==> config.mk <==
export PLATFORM = sky130hd
export DESIGN_NAME = seq_mag_compare_ctrl
export DESIGN_NICKNAME = d
export VERILOG_FILES = /design/src/rtl/seq_mag_compare_ctrl.sv
export SDC_FILE = /design/constraint.sdc
export NUM_CORES = 1
export LEC_CHECK = 0
export ABC_AREA = 1
export BUFFER_PORTS_ARGS = -buffer_cell sky130_fd_sc_hd__buf_2
export CAP_MARGIN = 20
export CORE_MARGIN = 2
export CORE_UTILIZATION = 47
export CTS_CLUSTER_SIZE = 20
export DETAILED_ROUTE_END_ITERATION = 10
export GPL_TIMING_DRIVEN = 1
export PLACE_DENSITY = 0.74
export SYNTH_ARGS = -nofsm -noshare
export SYNTH_HDL_FRONTEND = slang
export SYNTH_SLANG_ARGS = --single-unit
==> constraint.sdc <==
create_clock -name clk -period 1.2 [get_ports clk]
set_input_delay 0 -clock clk [delete_from_list [all_inputs] [get_ports clk]]
set_output_delay 0 -clock clk [all_outputs]
set_load 0.02 [all_outputs]
==> src/rtl/seq_mag_compare_ctrl.sv <==
// Sequencer that compares two WIDTH-bit words MSB pair first through one external 2-bit comparator slice.
// Optional macro SEQ_CMP_EARLY_EXIT_EN: stop at the first mismatching pair instead of running all N pairs.
module seq_mag_compare_ctrl #(
    parameter int WIDTH = 8
) (
    input  logic             clk,
    input  logic             rst_n,
    input  logic             start,
    input  logic [WIDTH-1:0] a_in,
    input  logic [WIDTH-1:0] b_in,
    output logic [1:0]       slice_a,
    output logic [1:0]       slice_b,
    input  logic [2:0]       slice_y,
    output logic             busy,
    output logic             done,
    output logic             eq,
    output logic             lt,
    output logic             gt,
    output logic             err
);

    localparam int N     = WIDTH / 2;
    localparam int IDX_W = (N > 1) ? $clog2(N) : 1;

    typedef enum logic [1:0] {
        IDLE = 2'd0,
        CMP  = 2'd1,
        FIN  = 2'd2
    } state_t;

    state_t           state;
    logic [IDX_W-1:0] idx;
    logic [WIDTH-1:0] a_lat;
    logic [WIDTH-1:0] b_lat;
    logic [WIDTH-1:0] a_shift;
    logic [WIDTH-1:0] b_shift;

    logic pair_eq;
    logic pair_gt;
    logic pair_lt;

    assign pair_eq = (slice_y == 3'b001);
    assign pair_gt = (slice_y == 3'b100);
    assign pair_lt = (slice_y == 3'b010);

    // Pair selection: idx counts down from the MSB pair.
    always_comb begin
        a_shift = a_lat >> {idx, 1'b0};
        b_shift = b_lat >> {idx, 1'b0};
        slice_a = 2'b00;
        slice_b = 2'b00;
        if (state == CMP) begin
            slice_a = a_shift[1:0];
            slice_b = b_shift[1:0];
        end
    end

`ifndef SEQ_CMP_EARLY_EXIT_EN
    // First mismatch wins; later pairs are still walked so timing is data independent.
    logic rec_gt;
    logic rec_lt;
    logic mm_gt;
    logic mm_lt;

    assign mm_gt = rec_gt | (~rec_lt & pair_gt);
    assign mm_lt = rec_lt | (~rec_gt & pair_lt);
`endif

    always_ff @(posedge clk or negedge rst_n) begin
        if (!rst_n) begin
            state <= IDLE;
            idx   <= '0;
            a_lat <= '0;
            b_lat <= '0;
            busy  <= 1'b0;
            done  <= 1'b0;
            eq    <= 1'b0;
            lt    <= 1'b0;
            gt    <= 1'b0;
            err   <= 1'b0;
`ifndef SEQ_CMP_EARLY_EXIT_EN
            rec_gt <= 1'b0;
            rec_lt <= 1'b0;
`endif
        end else begin
            done <= 1'b0;
            case (state)
                IDLE: begin
                    if (start) begin
                        a_lat <= a_in;
                        b_lat <= b_in;
                        idx   <= IDX_W'(N - 1);
                        eq    <= 1'b0;
                        lt    <= 1'b0;
                        gt    <= 1'b0;
                        err   <= 1'b0;
                        busy  <= 1'b1;
                        state <= CMP;
`ifndef SEQ_CMP_EARLY_EXIT_EN
                        rec_gt <= 1'b0;
                        rec_lt <= 1'b0;
`endif
                    end
                end

                CMP: begin
                    if (!(pair_eq || pair_gt || pair_lt)) begin
                        err   <= 1'b1;
                        eq    <= 1'b0;
                        lt    <= 1'b0;
                        gt    <= 1'b0;
                        busy  <= 1'b0;
                        done  <= 1'b1;
                        idx   <= '0;
                        state <= FIN;
`ifdef SEQ_CMP_EARLY_EXIT_EN
                    end else if (pair_eq && (idx != '0)) begin
                        idx <= idx - 1'b1;
                    end else begin
                        gt    <= pair_gt;
                        lt    <= pair_lt;
                        eq    <= pair_eq;
                        busy  <= 1'b0;
                        done  <= 1'b1;
                        idx   <= '0;
                        state <= FIN;
                    end
`else
                    end else if (idx != '0) begin
                        rec_gt <= mm_gt;
                        rec_lt <= mm_lt;
                        idx    <= idx - 1'b1;
                    end else begin
                        gt    <= mm_gt;
                        lt    <= mm_lt;
                        eq    <= ~(mm_gt | mm_lt);
                        busy  <= 1'b0;
                        done  <= 1'b1;
                        state <= FIN;
                    end
`endif
                end

                FIN: begin
                    state <= IDLE;
                end

                default: begin
                    state <= IDLE;
                    busy  <= 1'b0;
                end
            endcase
        end
    end

endmodule

### Word level (Yosys, flattened, before mapping)

Cells that the tools add are included.

| storage, ports and cells | value |
|---|---|
| flip-flop bits (word level) | 28 |
| bits of input ports | 22 |
| output and inout bits | 10 |
| word-level logic and storage cells | 82 |

| cells by class | value |
|---|---|
| add/subtract/negate cells | 1 |
| equal/unequal tests | 11 |
| shift operators | 2 |
| muxes and demuxes | 35 |
| bitwise operators | 9 |
| reduce and logical (&&, ||, !) cells | 12 |

Operators with widths:

| operator | count |
|---|---|
| $mux 1 | 18 |
| $mux 2 | 8 |
| $shr 8x3->2 | 2 |
| $pmux 1 s2 | 6 |
| $reduce_and 3->1 | 4 |
| $pmux 2 s2 | 2 |
| $ne 2x1->1 const B | 2 |
| $ne 2x2->1 const B | 2 |
| $not 1->1 | 4 |
| $reduce_and 2->1 | 2 |
| $reduce_and 4->1 | 1 |
| $reduce_bool 2->1 | 2 |
| $eq 3x1->1 const B | 1 |
| $eq 3x2->1 const B | 1 |
| $eq 3x3->1 const B | 1 |
| $ne 3x2->1 const B | 1 |
| $ne 3x3->1 const B | 1 |
| $or 1x1->1 | 3 |
| $pmux 1 s3 | 1 |
| $and 1x1->1 | 2 |
| $eq 2x1->1 const B | 1 |
| $eq 2x2->1 const B | 1 |
| $logic_not 2->1 | 1 |
| $logic_or 1x1->1 | 2 |
| $sub 2x1->2 const B | 1 |

### Longest topological paths before layout

| logic depth | value |
|---|---|
| depth after elaboration | 8 |
| gate-level depth with buffers | 8 |
| mapped depth without buffers | 7 |

### Least setup slack after synthesis

Ideal clock, no wire load.

| path | value |
|---|---|
| path type | register to register |
| start point | register idx[0] |
| end point | register eq |
| library setup time | 0.065 ns |
| arrival | 1.274 ns |
| data required time | 1.135 ns |
| path slack | -0.139 ns |
| cell stages (with the launch flop) | 9 |
| path buffers | 1 |
| period minus slack after synthesis | 1.339 ns |
| cell sequence | dfrtp_1 buf_2 clkinv_1 ha_1 inv_1 nand2_1 nand2_1 nand3_1 nand2_1 |

| on the way | value |
|---|---|
| longest elaborated chain between the ends | 3 |

RTL lines:

| element | RTL line | source |
|---|---|---|
| from (decl) | 32 | `logic [IDX_W-1:0] idx;` |
| from (signal assigned) | 92 | `idx <= IDX_W'(N - 1);` |
| from (signal assigned) | 132 | `idx <= idx - 1'b1;` |
| $reduce_bool 2->1 | 129 | `end else if (idx != '0) begin` |
| $ne 3x3->1 (no source line) | - |  |
| $reduce_and 3->1 (no source line) | - |  |
| to (signal assigned) | 136 | `eq <= ~(mm_gt \| mm_lt);` |
| to (decl) | 16 | `output logic eq,` |

No other way between the ends.
A chain may end at the register's enable or synchronous reset.

### Worst setup path after layout

| path | value |
|---|---|
| start point | register idx[1] |
| end point | output port slice_a[0] |

| on the way | value |
|---|---|
| longest elaborated chain between the ends | 2 |

RTL lines:

| element | RTL line | source |
|---|---|---|
| $shr 8x3->2 | 48 | `a_shift = a_lat >> {idx, 1'b0};` |
| $mux 2 | 52 | `if (state == CMP) begin` |
| to (decl) | 11 | `output logic [1:0] slice_a,` |

No other way between the ends.

==> reports/metrics.cfg <==
[clock_tree]
cts_tree=built
htree_levels=1
clk_pin_slew_ns=0.15
clk_path_buf_depth=2
worst_skew_pair.late_latency_ns=0.33
cts_buffers=3
cts_sinks=28
cts_root_buf=clkbuf_4

[place]
io_buffers=31
dp_hpwl_mm=2.00
place_congestion=0.789
postPlaceCellArea_sq_mm=0.00162
place_inst=249
dp_worst_setup_slack_ns=-0.00333

[floorplanning]
start_util_pct=50.1
num_io_pins=32
die_area_sq_mm=0.00344
design.core.area_sq_mm=0.00281
die_h_microns=58.7
rows=19
fp.dieW_microns=58.7

[layout]
register_area_sq_um=702
area_growth_pct=49.2
fillers=207
nets=270
drive_gt1_share_pct=38.6
utilization_pct=74.8
diodes=0
fin_area_sq_mm=0.00210
layoutNonFillerInstCount=277
multi_input_area_sq_um=739

[route]
drtAntennaViolNets=0
drcViolationCount=1
drt_iter0_drc=45
wirelength_mm=3.92
vias=1435
via_per_inst=5.18
first_pass_iters=7
detail_route.wl_per_cell_microns=14.1

[critical_path]
crit_family=flip-flops
critical_path_class=flip-flop to primary output
critPathMaxFanout=4
cp.arrival_ns=1.52
crit_path_end_kind=primary output
max_stage_delay_ns=0.44
cp_data_required_time_ns=1.20
start_kind=flip-flop
crit_buf_inv=3
path_cells=inv_2, buf_6, nor2_2, o21ai_2, a21oi_2, buf_4
slowest_stage=dfrtp_1

[logic_synthesis]
ys_seq_area_share_pct=49.9
avgSynthCellArea_sq_um=7.55
synth_top_cell_by_area=dfrtp_1
syn_inst=186
synth_seq_cells=28
synth_area_leaders=dfrtp_1, nand2_1, nor2_1
ys_warn_count=0
synth_top_area_share_pct=49.9
syn-cell-area_sq_mm=0.00141
synth_cell_type_count=18
syn_nets=209

[power]
p_seq_share_pct=32.5
clkPwrFrac_pct=9.0
p_sw_mw=2.33
power.total_mw=5.17
switching_share_pct=45.1
power_density_mw_per_mm2=2460
max-vdd-ir-drop_v=0.00145
comb_power_share_pct=58.5
intPower_mw=2.84
power_leakage_nw=1.13

[grt]
grt_max_degree=29
grt.total_usage_pct=21.8
antenna_found_initial=0
grt_pass1_vias=1415
overflow=0
grt_pass1_wl_mm=5.82

[sta]
finalHoldViolCount=0
fin_crit_ns=1.52
rsz0062_at_grt=yes
fin_tns_setup_ns=-4.75
fin_skew_ns=0.00308
setup_viol_count_final=28
period_share_pct=127
fin_ws_ns=-0.319
fmax_mhz=658
whs_ns=0.117
maxSlewHeadroom_pct=59.8
worst_pin_slew_ns=0.603
drv_slew=0

[status]
status=complete, but fails checks
violations=design-rule violations, negative setup slack

[worst_hold_path]
min_path_type=input pin to flip-flop

[job]
maxCapViolCount=0

[metal layers]
layer  track usage [%]  wire length [microns]  vias to the layer above
met5                 0                      0                        -
met4              5.52                    127                        0
met3              2.64                    202                       14
met2              40.8                   2030                       57
met1              26.4                   1560                      666
li1                  -                      -                      698
[cell usage after synthesis]
library cell and count:
nand3_1 12, o21ai_0 8, ha_1 1, nor2_1 21, buf_6 2, nor2_2 1
a21oi_1 6, inv_1 16, buf_2 1, inv_4 1, nor2_8 1, or2_4 1
nand3_2 2, buf_4 2, nand2_1 79, nand4_1 3, clkinv_1 1, dfrtp_1 28
[timing repair]
action                     in CTS  in global routing
hold buffers                   17                  0
pin swaps                       1                 11
cloned                          0                  2
hold endpoints to repair       44                  0
gates resized for setup        29                 46
setup endpoints to repair      20                 32
buffers inserted                4                  2
[final timing paths]
path / start / to / slack (ns) / cells after the start
worst min-delay path: slice_y[2] / err / 0.12 / 4
max in group asynchronous: rst_n / idx[0] / 0.59 / 2
worst max-delay path: idx[1] / slice_a[0] / -0.32 / 6
worst max register to register: state[1] / lt / -0.21 / 7
worst min register to register: a_lat[7] / a_lat[7] / 0.50 / 2
min in group asynchronous: rst_n / rec_gt / 0.19 / 2
[registers in the layout (all words and copies together), names as in the netlist]
name	flops
state	2
err	1
a_lat	8
b_lat	8
lt	1
idx	2
rec_lt	1
busy	1
gt	1
eq	1
rec_gt	1
done	1
[worst min-delay path: stages]
cell and delay [ns]:
buf_2 0.10, nand2_1 0.10, nand4_1 0.15, nand2_1 0.07
[power groups by stage]
stage,clock network [mW],registers [mW],logic (mW)
floorplan,0,1.63,1.41
global placement,0,1.59,1.99
detailed placement,0,1.60,2.02
CTS,0.464,1.59,2.43
global route,0.520,1.72,3.32
finish,0.466,1.68,3.02
[placed cells by master (no fill, tap or decap), types with 2 or more instances in the layout]
master         netlist  layout
dlygate4sd3_1        0      17
nand2_2              0       7
buf_6                2      10
o21ai_1              0       4
inv_2                0       2
nand4_1              3       3
nand3_2              2       4
clkbuf_4             0       3
nand3_1             12      10
buf_2                1      27
nor2_2               1       9
nor2_4               0       4
inv_1               16      13
nor2_1              21       9
buf_4                2       5
dfrtp_1             28      27
nand2_4              0       4
nand2_1             79      68
o21ai_2              0       4
a21oi_2              0       6
[cell type report]
cell class | instances | share of cell area [%]
Multi-Input combinational cell | 135 | 35.3
Sequential cell | 28 | 33.5
Timing Repair Buffer | 61 | 23.9
Inverter | 18 | 3.82
Tap cell | 31 | 1.85
Clock buffer | 4 | 1.73
[logic make-up after synthesis]
kind of cell | after synthesis | share of synthesized area, %
flip-flops | 28 | 49.9
adder cells (fa/ha/maj) | 1 | 0.890
AO/OA/AOI/OAI | 14 | 4.99
buffers and inverters | 23 | 8.01
AND/OR/NAND/NOR | 120 | 36.2
(Power assumes the default switching activity.)
